## src/rtl/aes_spi_slave.sv

```systemverilog
// aes_spi_slave: oversampled SPI mode-0 slave that collects an AES command frame,
// launches the attached core and serves the 128-bit result back on a read frame.
module aes_spi_slave #(
  parameter int Nk = 8,
  parameter int Nr = Nk + 6
) (
  input  logic               clk,
  input  logic               rst,
  input  logic               sck,
  input  logic               cs_n,
  input  logic               mosi,
  output logic               miso,
  output logic [127:0]       aes_data,
  output logic [Nk*32-1:0]   aes_key,
  output logic               aes_enc_start,
  output logic               aes_dec_start,
  input  logic               aes_done,
  input  logic [127:0]       aes_result,
  output logic               busy,
  output logic               result_valid,
  output logic               frame_err
);

  localparam int KeyBits   = Nk * 32;
  localparam int PayBits   = 128 + KeyBits;
  localparam int FrameBits = 8 + PayBits;
  localparam int CntW      = $clog2(FrameBits + 1);

  localparam logic [CntW-1:0] CntOpc  = CntW'(8);
  localparam logic [CntW-1:0] CntFull = CntW'(FrameBits);
  localparam logic [7:0]      OpEnc   = 8'hA5;
  localparam logic [7:0]      OpDec   = 8'h5A;
  localparam logic [7:0]      OpRd    = 8'h3C;

  if (!(Nk == 4 || Nk == 6 || Nk == 8) || Nr != Nk + 6) begin : g_param_check
    $error("aes_spi_slave: Nk must be 4, 6 or 8 and Nr must equal Nk+6");
  end

  typedef enum logic [2:0] {
    IDLE       = 3'd0,
    RX_CMD     = 3'd1,
    RX_PAYLOAD = 3'd2,
    TX_RESULT  = 3'd3,
    LAUNCH     = 3'd4,
    WAIT_CORE  = 3'd5
  } state_t;

  logic [2:0]         sck_sync_r;
  logic [2:0]         cs_sync_r;
  logic [1:0]         mosi_sync_r;
  logic               sck_rise_r;
  logic               sck_fall_r;
  logic               cs_rise_r;
  logic               cs_fall_r;
  logic               mosi_bit_r;
  logic [CntW-1:0]    bit_cnt_r;
  logic [PayBits-1:0] rx_shift_r;
  logic [7:0]         opcode_r;
  logic [127:0]       result_r;
  logic [127:0]       tx_shift_r;
  state_t             state_r;
  state_t             state_nx_s;
  logic               launch_s;
  logic               err_set_s;
  logic               tx_load_s;
  logic               done_s;
  logic               busy_eff_s;
  logic               res_avail_s;
  logic [127:0]       snapshot_s;

  // A completion in the same clk as a frame decision is treated as already retired
  assign done_s      = aes_done & busy;
  assign busy_eff_s  = busy & ~aes_done;
  assign res_avail_s = result_valid | done_s;

  // Snapshot loaded into the serialiser when a read frame is decoded
  always_comb begin
    snapshot_s = 128'd0;
    if (done_s) begin
      snapshot_s = aes_result;
    end else if (result_valid) begin
      snapshot_s = result_r;
    end else begin
      snapshot_s = 128'd0;
    end
  end

  // Pin synchronisers with registered edge detection (cs_n idles high)
  always_ff @(posedge clk or negedge rst) begin
    if (!rst) begin
      sck_sync_r  <= 3'b000;
      cs_sync_r   <= 3'b111;
      mosi_sync_r <= 2'b00;
      sck_rise_r  <= 1'b0;
      sck_fall_r  <= 1'b0;
      cs_rise_r   <= 1'b0;
      cs_fall_r   <= 1'b0;
      mosi_bit_r  <= 1'b0;
    end else begin
      sck_sync_r  <= {sck_sync_r[1:0], sck};
      cs_sync_r   <= {cs_sync_r[1:0], cs_n};
      mosi_sync_r <= {mosi_sync_r[0], mosi};
      sck_rise_r  <= sck_sync_r[1] & ~sck_sync_r[2];
      sck_fall_r  <= ~sck_sync_r[1] & sck_sync_r[2];
      cs_rise_r   <= cs_sync_r[1] & ~cs_sync_r[2];
      cs_fall_r   <= ~cs_sync_r[1] & cs_sync_r[2];
      mosi_bit_r  <= mosi_sync_r[1];
    end
  end

  // Bit counter and receive shifter; the opcode falls off the top of a full frame
  always_ff @(posedge clk or negedge rst) begin
    if (!rst) begin
      bit_cnt_r  <= {CntW{1'b0}};
      rx_shift_r <= {PayBits{1'b0}};
      opcode_r   <= 8'h00;
    end else begin
      if (cs_fall_r) begin
        bit_cnt_r <= {CntW{1'b0}};
      end else if (sck_rise_r && !cs_sync_r[2] && bit_cnt_r != CntFull) begin
        bit_cnt_r  <= bit_cnt_r + CntW'(1);
        rx_shift_r <= {rx_shift_r[PayBits-2:0], mosi_bit_r};
      end
      if (state_r == RX_CMD && bit_cnt_r == CntOpc) begin
        opcode_r <= rx_shift_r[7:0];
      end
    end
  end

  // FSM state register
  always_ff @(posedge clk or negedge rst) begin
    if (!rst) begin
      state_r <= IDLE;
    end else begin
      state_r <= state_nx_s;
    end
  end

  // FSM next state and frame decisions
  always_comb begin
    state_nx_s = state_r;
    launch_s   = 1'b0;
    err_set_s  = 1'b0;
    tx_load_s  = 1'b0;
    case (state_r)
      IDLE: begin
        if (cs_fall_r) state_nx_s = RX_CMD;
        else           state_nx_s = IDLE;
      end
      RX_CMD: begin
        if (cs_rise_r) begin
          state_nx_s = IDLE;
          err_set_s  = 1'b1;
        end else if (bit_cnt_r == CntOpc) begin
          case (rx_shift_r[7:0])
            OpEnc, OpDec: state_nx_s = RX_PAYLOAD;
            OpRd: begin
              state_nx_s = TX_RESULT;
              tx_load_s  = 1'b1;
              err_set_s  = ~res_avail_s;
            end
            default: err_set_s = 1'b1;
          endcase
        end else begin
          state_nx_s = RX_CMD;
        end
      end
      RX_PAYLOAD: begin
        if (cs_rise_r) begin
          if (bit_cnt_r == CntFull && !busy_eff_s) begin
            state_nx_s = LAUNCH;
            launch_s   = 1'b1;
          end else begin
            state_nx_s = IDLE;
            err_set_s  = 1'b1;
          end
        end else begin
          state_nx_s = RX_PAYLOAD;
        end
      end
      TX_RESULT: begin
        if (cs_rise_r) state_nx_s = IDLE;
        else           state_nx_s = TX_RESULT;
      end
      LAUNCH: state_nx_s = WAIT_CORE;
      WAIT_CORE: begin
        // A new frame may start while the core is still running
        if (cs_fall_r)     state_nx_s = RX_CMD;
        else if (aes_done) state_nx_s = IDLE;
        else               state_nx_s = WAIT_CORE;
      end
      default: state_nx_s = IDLE;
    endcase
  end

  // Core launch, result capture and status flags
  always_ff @(posedge clk or negedge rst) begin
    if (!rst) begin
      aes_data      <= 128'd0;
      aes_key       <= {KeyBits{1'b0}};
      aes_enc_start <= 1'b0;
      aes_dec_start <= 1'b0;
      busy          <= 1'b0;
      result_valid  <= 1'b0;
      result_r      <= 128'd0;
      frame_err     <= 1'b0;
    end else begin
      aes_enc_start <= launch_s & (opcode_r != OpDec);
      aes_dec_start <= launch_s & (opcode_r == OpDec);
      if (done_s) begin
        result_r     <= aes_result;
        busy         <= 1'b0;
        result_valid <= 1'b1;
      end
      if (launch_s) begin
        aes_data     <= rx_shift_r[PayBits-1 -: 128];
        aes_key      <= rx_shift_r[KeyBits-1:0];
        busy         <= 1'b1;
        result_valid <= 1'b0;
      end
      if (cs_fall_r) begin
        frame_err <= 1'b0;
      end else if (err_set_s) begin
        frame_err <= 1'b1;
      end
    end
  end

  // Result serialiser: one bit per sck fall, zero-filled after the last bit
  always_ff @(posedge clk or negedge rst) begin
    if (!rst) begin
      tx_shift_r <= 128'd0;
      miso       <= 1'b0;
    end else if (tx_load_s) begin
      tx_shift_r <= snapshot_s;
      miso       <= 1'b0;
    end else if (state_r == TX_RESULT) begin
      if (sck_fall_r) begin
        miso       <= tx_shift_r[127];
        tx_shift_r <= {tx_shift_r[126:0], 1'b0};
      end
    end else begin
      miso <= 1'b0;
    end
  end

endmodule

```

## config.mk

```make
export PLATFORM = sky130hd
export DESIGN_NAME = aes_spi_slave
export DESIGN_NICKNAME = d
export VERILOG_FILES = /design/src/rtl/aes_spi_slave.sv
export SDC_FILE = /design/constraint.sdc
export NUM_CORES = 2
export LEC_CHECK = 0
export BUFFER_PORTS_ARGS = -buffer_cell sky130_fd_sc_hd__buf_2
export CORE_ASPECT_RATIO = 1.75
export CORE_MARGIN = 2
export CORE_UTILIZATION = 58
export CTS_CLUSTER_DIAMETER = 200
export DETAILED_ROUTE_END_ITERATION = 10
export PLACE_DENSITY = 0.78
export SLEW_MARGIN = 15
export SYNTH_ARGS = -nofsm -noshare
export SYNTH_HDL_FRONTEND = slang
export SYNTH_SLANG_ARGS = --single-unit
```

## constraint.sdc

```tcl
create_clock -name clk -period 2.5 [get_ports clk]
set_input_delay 0.5 -clock clk [delete_from_list [all_inputs] [get_ports clk]]
set_output_delay 0.5 -clock clk [all_outputs]
set_load 0.005 [all_outputs]
```

==> results by group <==
GRT
  • GR met1 Demand/Resource: 0.340
  • Congestion Overflow GR: 0
  • Total track usage: 0.256
  • First-pass GRT wire length: 149 mm
  • GR Layer Usage met2: 0.423
  • Number of global-route vias before repair: 27694
  • Pin count of the biggest net entering global routing: 138
  • Layer with the highest usage: met2
  • Met3 usage: 0.0518
  • Initial antenna violation count: 0

STA
  • Setup Viol. Count Final: 0
  • Final Hold Viols: 0
  • Max Clock Freq: 411 MHz
  • RSZ-0062 raised after global routing: false
  • Actual slew at the worst max-slew pin: 0.731 ns
  • Min Tclk post-route: 2.43 ns
  • Final worst-path cycle share: 0.973
  • Slew margin rel.: 0.513
  • Worst-case clock skew: 0.0272 ns
  • Slew Viols, Final: 0
  • Setup_tns: 0 ns

CTS
  • Clock Latency Late Sink: 0.66 ns
  • CTS tree: done
  • CTS Buf Count: 89
  • Post-CTS setup buffers: 0
  • Clk buf depth: 3
  • H-tree Lvls: 3
  • Clk root buf: clkbuf_16
  • Clk slew on worst S/H paths: 0.07 ns
  • CTS sink count: 1063

Drt
  • Via density: 5.43
  • Wire per inst: 19.0 um
  • Final ANT Viol Nets: 0
  • First drt pass iteration count: 5
  • Vias post-DR: 26805
  • DRC errors left: 0
  • Starting DRT DRC Count: 1792
  • Total Wirelength: 93.9 mm

Pwr
  • Combinational power share: 0.041
  • Peak supply drop: 0.000645 V
  • Clock power frac: 0.445
  • P_int: 27.0 mW
  • Switching Share: 0.215
  • Switching pwr: 7.39 mW
  • Sequential power share: 0.513
  • Cell leakage power: 26.8 nW
  • Cell Pwr Density: 701 mW/mm^2

Setup path
  • Crit Path Max Fanout: 137
  • Critical Path Source Type: flop
  • Critical path's slowest cell: or4b_4
  • WP data required: 3.04 ns
  • Crit. End Element: flop
  • CP max stage delay: 0.61 ns
  • Buf/Inv on CP: 1
  • Crit-path leading delay family: simple AND/OR/NAND/NOR gates
  • CP Class: reg2reg
  • Crit-path cells: or4b_4, or4b_4, buf_12, nand2_1, nand2_1
  • WP data arrival: 2.97 ns

Floorplanning
  • Die span in y: 358 um
  • Row count: 129
  • Core area: 0.0709 sq mm
  • Die area: 0.0739 sq mm
  • I/O pin cnt: 524
  • Starting Density: 0.586
  • Die X: 206 um

Synth
  • Post-synth top area share: 0.639
  • Cell variety after synth: 42
  • FF+latch count, synth: 1063
  • Mapped Area: 0.0415 sq mm
  • Synthesized area per cell: 12.2 sq um
  • Synth top cells by count: 1287 x nand2_1, 1060 x dfrtp_1, 520 x mux2_2
  • EDFF count, synth: 0
  • Post-synth top area cell: dfrtp_1
  • Synth warn: 0
  • Async SR Flop Fraction: 1.00
  • Cell with the most instances after synthesis: nand2_1
  • Ys flop type: dfrtp_1
  • Post-synthesis sequential area ratio: 0.640
  • Syn Inst Count: 3395
  • Top cells by area, synth: dfrtp_1 64%, mux2_2 14%, nand2_1 12%
  • Mapped Nets: 3531

Cells and area
  • Register area: 0.0266 sq mm
  • Filler instances: 4960
  • Cell area after layout: 0.0491 sq mm
  • Multi-input logic area: 0.0138 sq mm
  • Number of diodes: 0
  • Fraction of layout cells with a size suffix above 1: 0.331
  • Area Overhead vs Synth: 18.1%
  • Fin nets: 4083

Place
  • Detail Placement HPWL: 63.1 mm
  • Placed inst area: 0.0458 sq mm
  • Gp weighted congestion: 0.822
  • Port bufs: 523

Status
  • Status: finished, final reports clean

Hold path
  • Hold WC Path Type: in2reg

Run
  • Max-Cap Viols: 0
worst paths after layout:
kind / cells past startpoint / startpoint / slack [ns] / endpoint
min in group asynchronous: 2 / rst / 0.38 / aes_data[22]
worst max-delay path: 5 / bit_cnt_r[2] / 0.07 / aes_data[37]
worst max register to register: 5 / bit_cnt_r[2] / 0.07 / aes_data[37]
worst min-delay path: 2 / aes_result[78] / 0.09 / result_r[78]
worst min register to register: 0 / cs_sync_r[0] / 0.36 / cs_sync_r[1]
max in group asynchronous: 4 / rst / 1.26 / tx_shift_r[112]
sequential cells by signal, indices dropped and copies added (netlist names), 2 cells and up:
register     count
aes_data       128
aes_key        256
bit_cnt_r        9
cs_sync_r        3
mosi_sync_r      2
opcode_r         8
result_r       128
rx_shift_r     384
sck_sync_r       3
state_r          3
tx_shift_r     128
layer usage:
metal,vias to the layer above,wire length (um)
met5,-,0
met1,13629,38500
li1,12216,-
met3,165,5780
met4,0,2920
met2,795,46700
kinds of logic (layout without fill, tap and decap cells):
logic type                 Yosys count  after routing  share of synthesized area
adders and majority gates            2              2                   0.000602
buffers and inverters              191            819                     0.0277
muxes                              776            776                      0.203
and+or+nand+nor                   1335           1335                      0.124
DFF                               1063           1063                      0.640
AOI/OAI and AO/OA                   22             22                    0.00349
xor gates and xnor gates             6              6                    0.00127
power by group through the flow:
stage / clock [mW] / combinational (mW) / sequential [mW]
floorplan: 0 / 0.640 / 17.9
global placement: 0 / 1.41 / 18.0
detailed placement: 0 / 1.44 / 18.0
CTS: 15.6 / 1.45 / 17.7
global route: 16.2 / 1.59 / 17.7
finish: 15.3 / 1.43 / 17.7
final cells by class:
| class | instances | area share |
|---|---|---|
| timing repair buffer | 648 | 0.0859 |
| clock inverter | 45 | 0.0139 |
| tap | 917 | 0.0234 |
| clock buffer | 122 | 0.0523 |
| multi-input combinational | 2141 | 0.282 |
| sequential | 1063 | 0.542 |
| inverter | 4 | 0.000306 |
metrics by stage:
| step | utilization | setup WS, ns | hold WS [ns] | std cells | power [mW] |
|---|---|---|---|---|---|
| 2_1_floorplan | - | 0.312 | 0.204 | 3395 | 18.6 |
| 3_3_place_gp | 0.646 | 0.129 | 0.335 | 4769 | 19.4 |
| 3_5_place_dp | 0.646 | 0.0793 | 0.339 | 4769 | 19.4 |
| 4_1_cts | 0.692 | 0.0554 | 0.0546 | 4940 | 34.7 |
| 5_1_grt | 0.692 | 0.00845 | 0.0702 | 4940 | 35.5 |
| 6_report | 0.692 | 0.0673 | 0.0944 | 4940 | 34.4 |
placed cells by master (no fill, tap or decap), types with 2 or more instances in the layout:
cell type	instances
mux2i_1	256
nand4b_1	2
inv_1	4
clkbuf_16	91
clkinv_2	20
mux2_2	520
inv_16	2
dfrtp_1	1060
a21oi_1	6
nand4_1	6
clkbuf_8	17
nand2_1	1286
or3_1	2
inv_6	5
nor2_1	10
o21ai_0	5
nor4bb_1	4
dfstp_2	3
clkbuf_1	14
nand2b_1	3
bufinv_16	16
dlygate4sd3_1	4
buf_12	51
nor2b_1	7
xor2_1	5
a31o_2	2
ha_1	2
buf_2	522
buf_4	70
and3_1	3
a31oi_1	2
or4b_4	2
timing repair:
| item | in CTS | in global routing |
|---|---|---|
| gates resized for setup | 0 | 1 |
| setup endpoints to repair | 0 | 118 |
| hold buffers | 4 | 0 |
| endpoints found under the hold margin | 25 | 0 |
worst reg2reg max path, cell delays in order (launching register included):
cell and delay, ns:
dfrtp_1 0.42, or4b_4 0.61, or4b_4 0.58, buf_12 0.23, nand2_1 0.41, nand2_1 0.08
Power figures use the tool's default switching activity.
